===== src/rtl/id_ex_stage_reg_if.sv =====
// id_ex_stage_reg_if: decode/execute handshake, operand and writeback bundle for the ID/EX register
interface id_ex_stage_reg_if #(
    parameter int regSize = 128,
    parameter int selBits = 2,
    parameter int opBits  = 4
);
    logic               inValid;
    logic               inReady;
    logic [opBits-1:0]  inOpcode;
    logic [selBits-1:0] inRSel1;
    logic [selBits-1:0] inRSel2;
    logic [selBits-1:0] inRegToWrite;
    logic               inWrEn;
    logic [regSize-1:0] inOperand1;
    logic [regSize-1:0] inOperand2;
    logic               wbWrEn;
    logic [selBits-1:0] wbReg;
    logic [regSize-1:0] wbData;
    logic               flush;
    logic               outValid;
    logic               outReady;
    logic [opBits-1:0]  outOpcode;
    logic [selBits-1:0] outRegToWrite;
    logic               outWrEn;
    logic [regSize-1:0] outOperand1;
    logic [regSize-1:0] outOperand2;

    modport master (
        output inValid, inOpcode, inRSel1, inRSel2, inRegToWrite, inWrEn, inOperand1, inOperand2,
        output wbWrEn, wbReg, wbData, flush, outReady,
        input  inReady, outValid, outOpcode, outRegToWrite, outWrEn, outOperand1, outOperand2
    );

    modport slave (
        input  inValid, inOpcode, inRSel1, inRSel2, inRegToWrite, inWrEn, inOperand1, inOperand2,
        input  wbWrEn, wbReg, wbData, flush, outReady,
        output inReady, outValid, outOpcode, outRegToWrite, outWrEn, outOperand1, outOperand2
    );
endinterface


===== src/rtl/id_ex_stage_reg.sv =====
// id_ex_stage_reg: 2-entry skid-buffered ID/EX register with writeback forwarding into held operands
module id_ex_stage_reg #(
    parameter int regSize = 128,
    parameter int selBits = 2,
    parameter int opBits  = 4
) (
    input logic              clk,
    input logic              reset,
    id_ex_stage_reg_if.slave bus
);
    typedef struct packed {
        logic               valid;
        logic [opBits-1:0]  opcode;
        logic [selBits-1:0] rSel1;
        logic [selBits-1:0] rSel2;
        logic [selBits-1:0] regToWrite;
        logic               wrEn;
        logic [regSize-1:0] operand1;
        logic [regSize-1:0] operand2;
    } entry_t;

    typedef enum logic [1:0] {EMPTY, ONE, FULL} state_t;

    state_t r_state;
    entry_t r_ent [2];
    entry_t w_fwd [2];
    entry_t w_nxt [2];
    entry_t w_new;
    logic   w_push;
    logic   w_pop;

    assign bus.inReady       = r_state != FULL;
    assign w_push            = bus.inValid && bus.inReady && !bus.flush;
    assign w_pop             = r_ent[0].valid && bus.outReady;
    assign bus.outValid      = r_ent[0].valid;
    assign bus.outOpcode     = r_ent[0].opcode;
    assign bus.outRegToWrite = r_ent[0].regToWrite;
    assign bus.outWrEn       = r_ent[0].wrEn;
    assign bus.outOperand1   = r_ent[0].operand1;
    assign bus.outOperand2   = r_ent[0].operand2;

    // next buffer contents: forward writeback into captured/held operands, then shift/fill/flush
    always_comb begin
        w_new            = '0;
        w_new.valid      = 1'b1;
        w_new.opcode     = bus.inOpcode;
        w_new.rSel1      = bus.inRSel1;
        w_new.rSel2      = bus.inRSel2;
        w_new.regToWrite = bus.inRegToWrite;
        w_new.wrEn       = bus.inWrEn;
        w_new.operand1   = (bus.wbWrEn && bus.wbReg == bus.inRSel1) ? bus.wbData : bus.inOperand1;
        w_new.operand2   = (bus.wbWrEn && bus.wbReg == bus.inRSel2) ? bus.wbData : bus.inOperand2;
        for (int i = 0; i < 2; i++) begin
            w_fwd[i] = r_ent[i];
            if (r_ent[i].valid && bus.wbWrEn && bus.wbReg == r_ent[i].rSel1) w_fwd[i].operand1 = bus.wbData;
            if (r_ent[i].valid && bus.wbWrEn && bus.wbReg == r_ent[i].rSel2) w_fwd[i].operand2 = bus.wbData;
        end
        w_nxt = w_fwd;
        if (bus.flush) begin
            w_nxt[0] = '0;
            w_nxt[1] = '0;
        end else if (w_pop) begin
            w_nxt[0] = r_ent[1].valid ? w_fwd[1] : (w_push ? w_new : '0);
            w_nxt[1] = '0;
        end else if (w_push) begin
            if (!r_ent[0].valid) w_nxt[0] = w_new;
            else w_nxt[1] = w_new;
        end
    end

    // register entries and occupancy state; reset discards everything
    always_ff @(posedge clk or negedge reset) begin
        if (!reset) begin
            r_ent[0] <= '0;
            r_ent[1] <= '0;
            r_state  <= EMPTY;
        end else begin
            r_ent   <= w_nxt;
            r_state <= w_nxt[1].valid ? FULL : (w_nxt[0].valid ? ONE : EMPTY);
        end
    end
endmodule


===== src/flat_wrapper.sv =====
// flat-port wrapper written by rule: the top's interface ports become plain ports
module id_ex_stage_reg_flat 
#(
    parameter int regSize = 128,
    parameter int selBits = 2,
    parameter int opBits  = 4
)
  (clk, reset, bus_inValid, bus_inOpcode, bus_inRSel1, bus_inRSel2, bus_inRegToWrite, bus_inWrEn, bus_inOperand1, bus_inOperand2, bus_wbWrEn, bus_wbReg, bus_wbData, bus_flush, bus_outReady, bus_inReady, bus_outValid, bus_outOpcode, bus_outRegToWrite, bus_outWrEn, bus_outOperand1, bus_outOperand2);
  id_ex_stage_reg_if #(.regSize(regSize), .selBits(selBits), .opBits(opBits)) bus_i ();
  input logic clk;
  input logic reset;
  input wire logic [$bits(bus_i.inValid)-1:0] bus_inValid;
  input wire logic [$bits(bus_i.inOpcode)-1:0] bus_inOpcode;
  input wire logic [$bits(bus_i.inRSel1)-1:0] bus_inRSel1;
  input wire logic [$bits(bus_i.inRSel2)-1:0] bus_inRSel2;
  input wire logic [$bits(bus_i.inRegToWrite)-1:0] bus_inRegToWrite;
  input wire logic [$bits(bus_i.inWrEn)-1:0] bus_inWrEn;
  input wire logic [$bits(bus_i.inOperand1)-1:0] bus_inOperand1;
  input wire logic [$bits(bus_i.inOperand2)-1:0] bus_inOperand2;
  input wire logic [$bits(bus_i.wbWrEn)-1:0] bus_wbWrEn;
  input wire logic [$bits(bus_i.wbReg)-1:0] bus_wbReg;
  input wire logic [$bits(bus_i.wbData)-1:0] bus_wbData;
  input wire logic [$bits(bus_i.flush)-1:0] bus_flush;
  input wire logic [$bits(bus_i.outReady)-1:0] bus_outReady;
  output wire logic [$bits(bus_i.inReady)-1:0] bus_inReady;
  output wire logic [$bits(bus_i.outValid)-1:0] bus_outValid;
  output wire logic [$bits(bus_i.outOpcode)-1:0] bus_outOpcode;
  output wire logic [$bits(bus_i.outRegToWrite)-1:0] bus_outRegToWrite;
  output wire logic [$bits(bus_i.outWrEn)-1:0] bus_outWrEn;
  output wire logic [$bits(bus_i.outOperand1)-1:0] bus_outOperand1;
  output wire logic [$bits(bus_i.outOperand2)-1:0] bus_outOperand2;
  assign bus_i.inValid = bus_inValid;
  assign bus_i.inOpcode = bus_inOpcode;
  assign bus_i.inRSel1 = bus_inRSel1;
  assign bus_i.inRSel2 = bus_inRSel2;
  assign bus_i.inRegToWrite = bus_inRegToWrite;
  assign bus_i.inWrEn = bus_inWrEn;
  assign bus_i.inOperand1 = bus_inOperand1;
  assign bus_i.inOperand2 = bus_inOperand2;
  assign bus_i.wbWrEn = bus_wbWrEn;
  assign bus_i.wbReg = bus_wbReg;
  assign bus_i.wbData = bus_wbData;
  assign bus_i.flush = bus_flush;
  assign bus_i.outReady = bus_outReady;
  assign bus_inReady = bus_i.inReady;
  assign bus_outValid = bus_i.outValid;
  assign bus_outOpcode = bus_i.outOpcode;
  assign bus_outRegToWrite = bus_i.outRegToWrite;
  assign bus_outWrEn = bus_i.outWrEn;
  assign bus_outOperand1 = bus_i.outOperand1;
  assign bus_outOperand2 = bus_i.outOperand2;
  id_ex_stage_reg #(.regSize(regSize), .selBits(selBits), .opBits(opBits)) u_core (.clk(clk), .reset(reset), .bus(bus_i));
endmodule

===== config.mk =====
export PLATFORM = sky130hd
export DESIGN_NAME = id_ex_stage_reg_flat
export DESIGN_NICKNAME = d
export VERILOG_FILES = /design/src/rtl/id_ex_stage_reg_if.sv /design/src/rtl/id_ex_stage_reg.sv /design/src/flat_wrapper.sv
export SDC_FILE = /design/constraint.sdc
export NUM_CORES = 2
export LEC_CHECK = 0
export CAP_MARGIN = 5
export CORE_MARGIN = 8
export CORE_UTILIZATION = 50
export DETAILED_ROUTE_END_ITERATION = 16
export PLACE_DENSITY = 0.76
export SLEW_MARGIN = 15
export SYNTH_ARGS = -nofsm -noshare
export SYNTH_HDL_FRONTEND = slang
export SYNTH_SLANG_ARGS = --single-unit

===== constraint.sdc =====
create_clock -name clk -period 2 [get_ports clk]
set_input_delay 0.5 -clock clk [delete_from_list [all_inputs] [get_ports clk]]
set_output_delay 0.5 -clock clk [all_outputs]
set_load 0.1 [all_outputs]

After elaboration in Yosys (flattened, before gate mapping). Cells that the tools add are included.

Equal/unequal tests: 8. Muxes and demuxes: 15. Reduce and logical (&&, ||, !) cells: 16.

Operators by type and width (number): $mux 536 (3); $mux 268 (3); $mux 128 (6); $mux 267 (1); $eq 2x2->1 (6); $logic_and 1x1->1 (11); $reduce_bool 3->1 (2); $reduce_and 2->1 (2); $ne 3x3->1 const B (1); $mux 2 (1); $ne 2x2->1 const B (1); $logic_not 1->1 (1); $mux 1 (1).

Flip-flop bits (word level): 538. Output and inout bits: 265.

Longest topological paths before layout.
Depth in word-level cells: 9. Depth in mapped cells: 9.

Least setup slack after synthesis. Ideal clock, no wire load.

Kind: register to register. From: register u_core.r_ent, in the netlist u_core.bus.outValid. To: register u_core.r_ent[227] (netlist bit). Stages on the path, launching flop included: 8. Slack: -386 ps. Setup time: 142 ps. Arrival: 2244 ps. Path through: dfrtp_1 -> buf_2 -> nand2_1 -> nand2b_1 -> clkbuf_1 -> clkbuf_1 -> clkbuf_1 -> a211oi_1.

RTL lines: from (decl) (RTL line id_ex_stage_reg.sv:25) `entry_t r_ent [2];`; from (signal assigned) (RTL line id_ex_stage_reg.sv:78) `r_ent <= w_nxt;`.

==> reports/results.tsv <==
stage	metric	value	unit
global_route	grt_usage	34.8	%
clocking	root_buffer	clkbuf_16	
timing	finalSetupViolations	147	
logic_synthesis	synth-edff-count	0	
timing	setup_slack	-196	ps
clocking	clock-sinks	537	
route	post-route-drc-count	0	
route	wirelength	158000	um
floorplan	rows	98	
worst_setup_path	cp-end-kind	register	
worst_setup_path	required	2460	ps
route	drtIter0Drc	5690	
floorplan	core-area	0.0712	sq mm
clocking	cts_tree	built	
timing	max_freq	455	MHz
logic_synthesis	avgSynthCellArea	10.2	sq um
worst_setup_path	cp-start-kind	register	
power	power_density	671	mW/mm^2
placement	dp_cells	4920	
placement	portBuffers	667	
run_status	outcome	finished with violations	
floorplan	ios	668	
logic_synthesis	yosysUniqueCellTypes	38	
clocking	clock_latency	650	ps
route	wl_per_cell	31.1	um
global_route	grt_antenna_before_repair	10	
logic_synthesis	async_reset_ff_share	100	%
flow_run	drv_cap	0	
route	detail-route-antenna-nets	0	
logic_synthesis	synth_flop_cell	dfrtp_1	
logic_synthesis	syn-cell-area	0.0358	sq mm
power	p_leak	20.4	nW
clocking	clockBufferDepth	3	
timing	worst_pin_slew	581	ps
timing	hold_viol	0	
cells_and_area	layout-drive-gt1-share	32.3	%
clocking	cts_inserted_buffers	59	
floorplan	die_height	284	um
floorplan	chipWidth	284	um
placement	dp_slack	-676	ps
global_route	grt_pass1_wl	225000	um
logic_synthesis	yosys.area.top_type	dfrtp_1	
run_status	violations	negative setup slack	
global_route	grt_pass1_vias	35900	
route	first_pass_iters	9	
timing	final.min_clock_period	2200	ps
timing	whs	369	ps
logic_synthesis	synthTopCellsByArea	dfrtp_1 (38%), mux2i_1 (14%), a211oi_2 (7.7%)	
logic_synthesis	syn_nets	3930	
logic_synthesis	netlist_instances	3527	
floorplan	dieArea	0.0805	sq mm
min_path	hp-class	input port to async pin	
logic_synthesis	ys_seq_area_share	37.5	%
timing	slew_headroom	61.1	%
logic_synthesis	synth_top_area_share	37.5	%
timing	layout_worst_path_cycle_share	110	%
cells_and_area	area_growth	45.0	%
clocking	path_clk_slew	70	ps
floorplan	start_util	50.3	%
worst_setup_path	crit_arrival	2660	ps
cells_and_area	final_cells	5082	
route	vias	37500	
cells_and_area	nets	4477	
timing	rsz0062_at_grt	yes	
logic_synthesis	ys_ff_latch	537	
worst_setup_path	critical_path_class	register to register	
clocking	htreeDepth	2	
cells_and_area	fin_util	72.9	%
logic_synthesis	yosysWarnings	0	
global_route	grt_max_degree	89	
placement	place.gp.congestion	0.938	
timing	skew	40.4	ps
worst_setup_path	critPathMaxFanout	12	
timing	drv_slew	0	
route	viasPerCell	7.38	
placement	hpwl	103000	um
global_route	grt_overflow	0	
power	peakVddDrop	660	uV
-- state kept, by name, indices dropped and copies added, names as in the netlist --
name                      flops
u_core.bus.outWrEn            1
u_core.bus.outOpcode          4
u_core.r_state                1
u_core.bus.outOperand1      128
u_core.bus.outRegToWrite      2
u_core.r_ent                272
u_core.bus.outOperand2      128
u_core.bus.outValid           1
-- where the power goes --
part           switching [mW]  internal [mW]  leakage [nW]
registers               0.789           11.5          7.29
clock network            4.91           6.45         0.967
logic                    6.93           4.29          12.1
-- cell usage in the layout, fill, tap and decap left out, types with 4 or more instances in the layout --
| cell | n |
|---|---|
| a211oi_1 | 271 |
| a211oi_2 | 235 |
| a211oi_4 | 6 |
| a22o_1 | 11 |
| a31oi_1 | 204 |
| a31oi_2 | 37 |
| a31oi_4 | 15 |
| a32oi_1 | 9 |
| buf_12 | 381 |
| buf_16 | 18 |
| buf_4 | 353 |
| buf_6 | 30 |
| buf_8 | 10 |
| clkbuf_1 | 12 |
| clkbuf_16 | 78 |
| clkbuf_8 | 15 |
| clkdlybuf4s50_1 | 399 |
| clkinv_2 | 11 |
| clkinvlp_4 | 5 |
| dfrtp_1 | 533 |
| diode_2 | 9 |
| mux2i_1 | 509 |
| nand2b_1 | 4 |
| nand3_1 | 123 |
| nand3_2 | 8 |
| nor3_1 | 251 |
| nor3_2 | 7 |
| nor4_1 | 184 |
| nor4_2 | 63 |
| nor4_4 | 9 |
| o221ai_1 | 245 |
| o221ai_2 | 11 |
| o2bb2ai_1 | 11 |
| xor2_1 | 4 |
| xor2_4 | 4 |
-- cells in the mapped netlist (3+ instances only) --
cell type	number
dfrtp_1	537
mux2i_1	512
a211oi_1	292
buf_4	282
nor3_1	260
a31oi_1	256
nor4_1	256
o221ai_1	256
clkbuf_1	241
a211oi_2	220
buf_2	143
nand3_1	133
buf_6	47
buf_1	13
a22o_1	11
o2bb2ai_1	11
a32oi_1	9
xor2_1	8
nand2b_1	6
nor2_1	4
xnor2_1	4
nand2_1	3
nor2b_1	3
-- through the flow --
| step | power, mW | setup TNS, ps | area (sq um) |
|---|---|---|---|
| 2_1_floorplan | 18.4 | -1560 | 35900 |
| 3_3_place_gp | 23.0 | -288990 | 47600 |
| 3_5_place_dp | 23.1 | -301710 | 47600 |
| 4_1_cts | 34.3 | -1150 | 49900 |
| 5_1_grt | 35.5 | -15100 | 51900 |
| 6_report | 34.8 | -4670 | 51900 |
-- metal layers --
metal  vias up  part of all wire, %  GRT usage [%]
li1      15000                    -              -
met3       772                   12           8.07
met1     18200                   36           44.6
met2      3488                   46           55.4
met5         -                    0              0
met4         0                  6.0           16.3
-- logic make-up after synthesis --
family                 Yosys count  synth area share (%)
multiplexers                   512                  14.3
XOR/XNOR                        12                 0.293
flip-flops                     537                  37.5
AO/OA/AOI/OAI                 1065                  25.5
AND/OR/NAND/NOR                673                  10.4
buffers and inverters          728                  12.1
-- cell type report --
class | count | area [sq um]
antenna | 9 | 22.5
inverter | 2 | 10.0
clock buffer | 87 | 1750
tap | 950 | 1190
timing repair buffer | 1212 | 15800
sequential | 537 | 13400
multi-input combinational | 2262 | 19500
fill | 4585 | 19300
clock inverter | 23 | 225
-- final timing paths --
path                                         from                    endpoint  slack, ps  depth (start not counted)
worst max-delay path            u_core.r_ent[267]  u_core.bus.outOperand1[84]       -200                         10
worst min-delay path                        reset  u_core.bus.outOperand1[29]        370                          2
worst max register to register  u_core.r_ent[267]  u_core.bus.outOperand1[84]       -200                         10
worst min register to register  u_core.r_ent[265]           u_core.r_ent[265]        510                          1
max in group asynchronous                   reset           u_core.r_ent[267]        740                          3
min in group clk                u_core.r_ent[265]           u_core.r_ent[265]        510                          1
-- critical path, cell delays in order, from the launching register on --
cell	delay [ps]
dfrtp_4	480
buf_6	130
buf_6	120
nand4b_1	110
buf_6	140
buf_12	160
buf_16	180
clkbuf_16	200
nor4_1	70
a31oi_1	210
o221ai_1	220
-- what timing repair did --
item / in CTS / in global routing
cloned: 3 / 21
endpoints found under the hold margin: 15 / 0
pin swaps: 1 / 6
buffers inserted: 12 / 7
hold buffers: 1 / 0
resized for setup: 31 / 253
setup endpoints to repair: 58 / 373
Power figures use the tool's default switching activity.
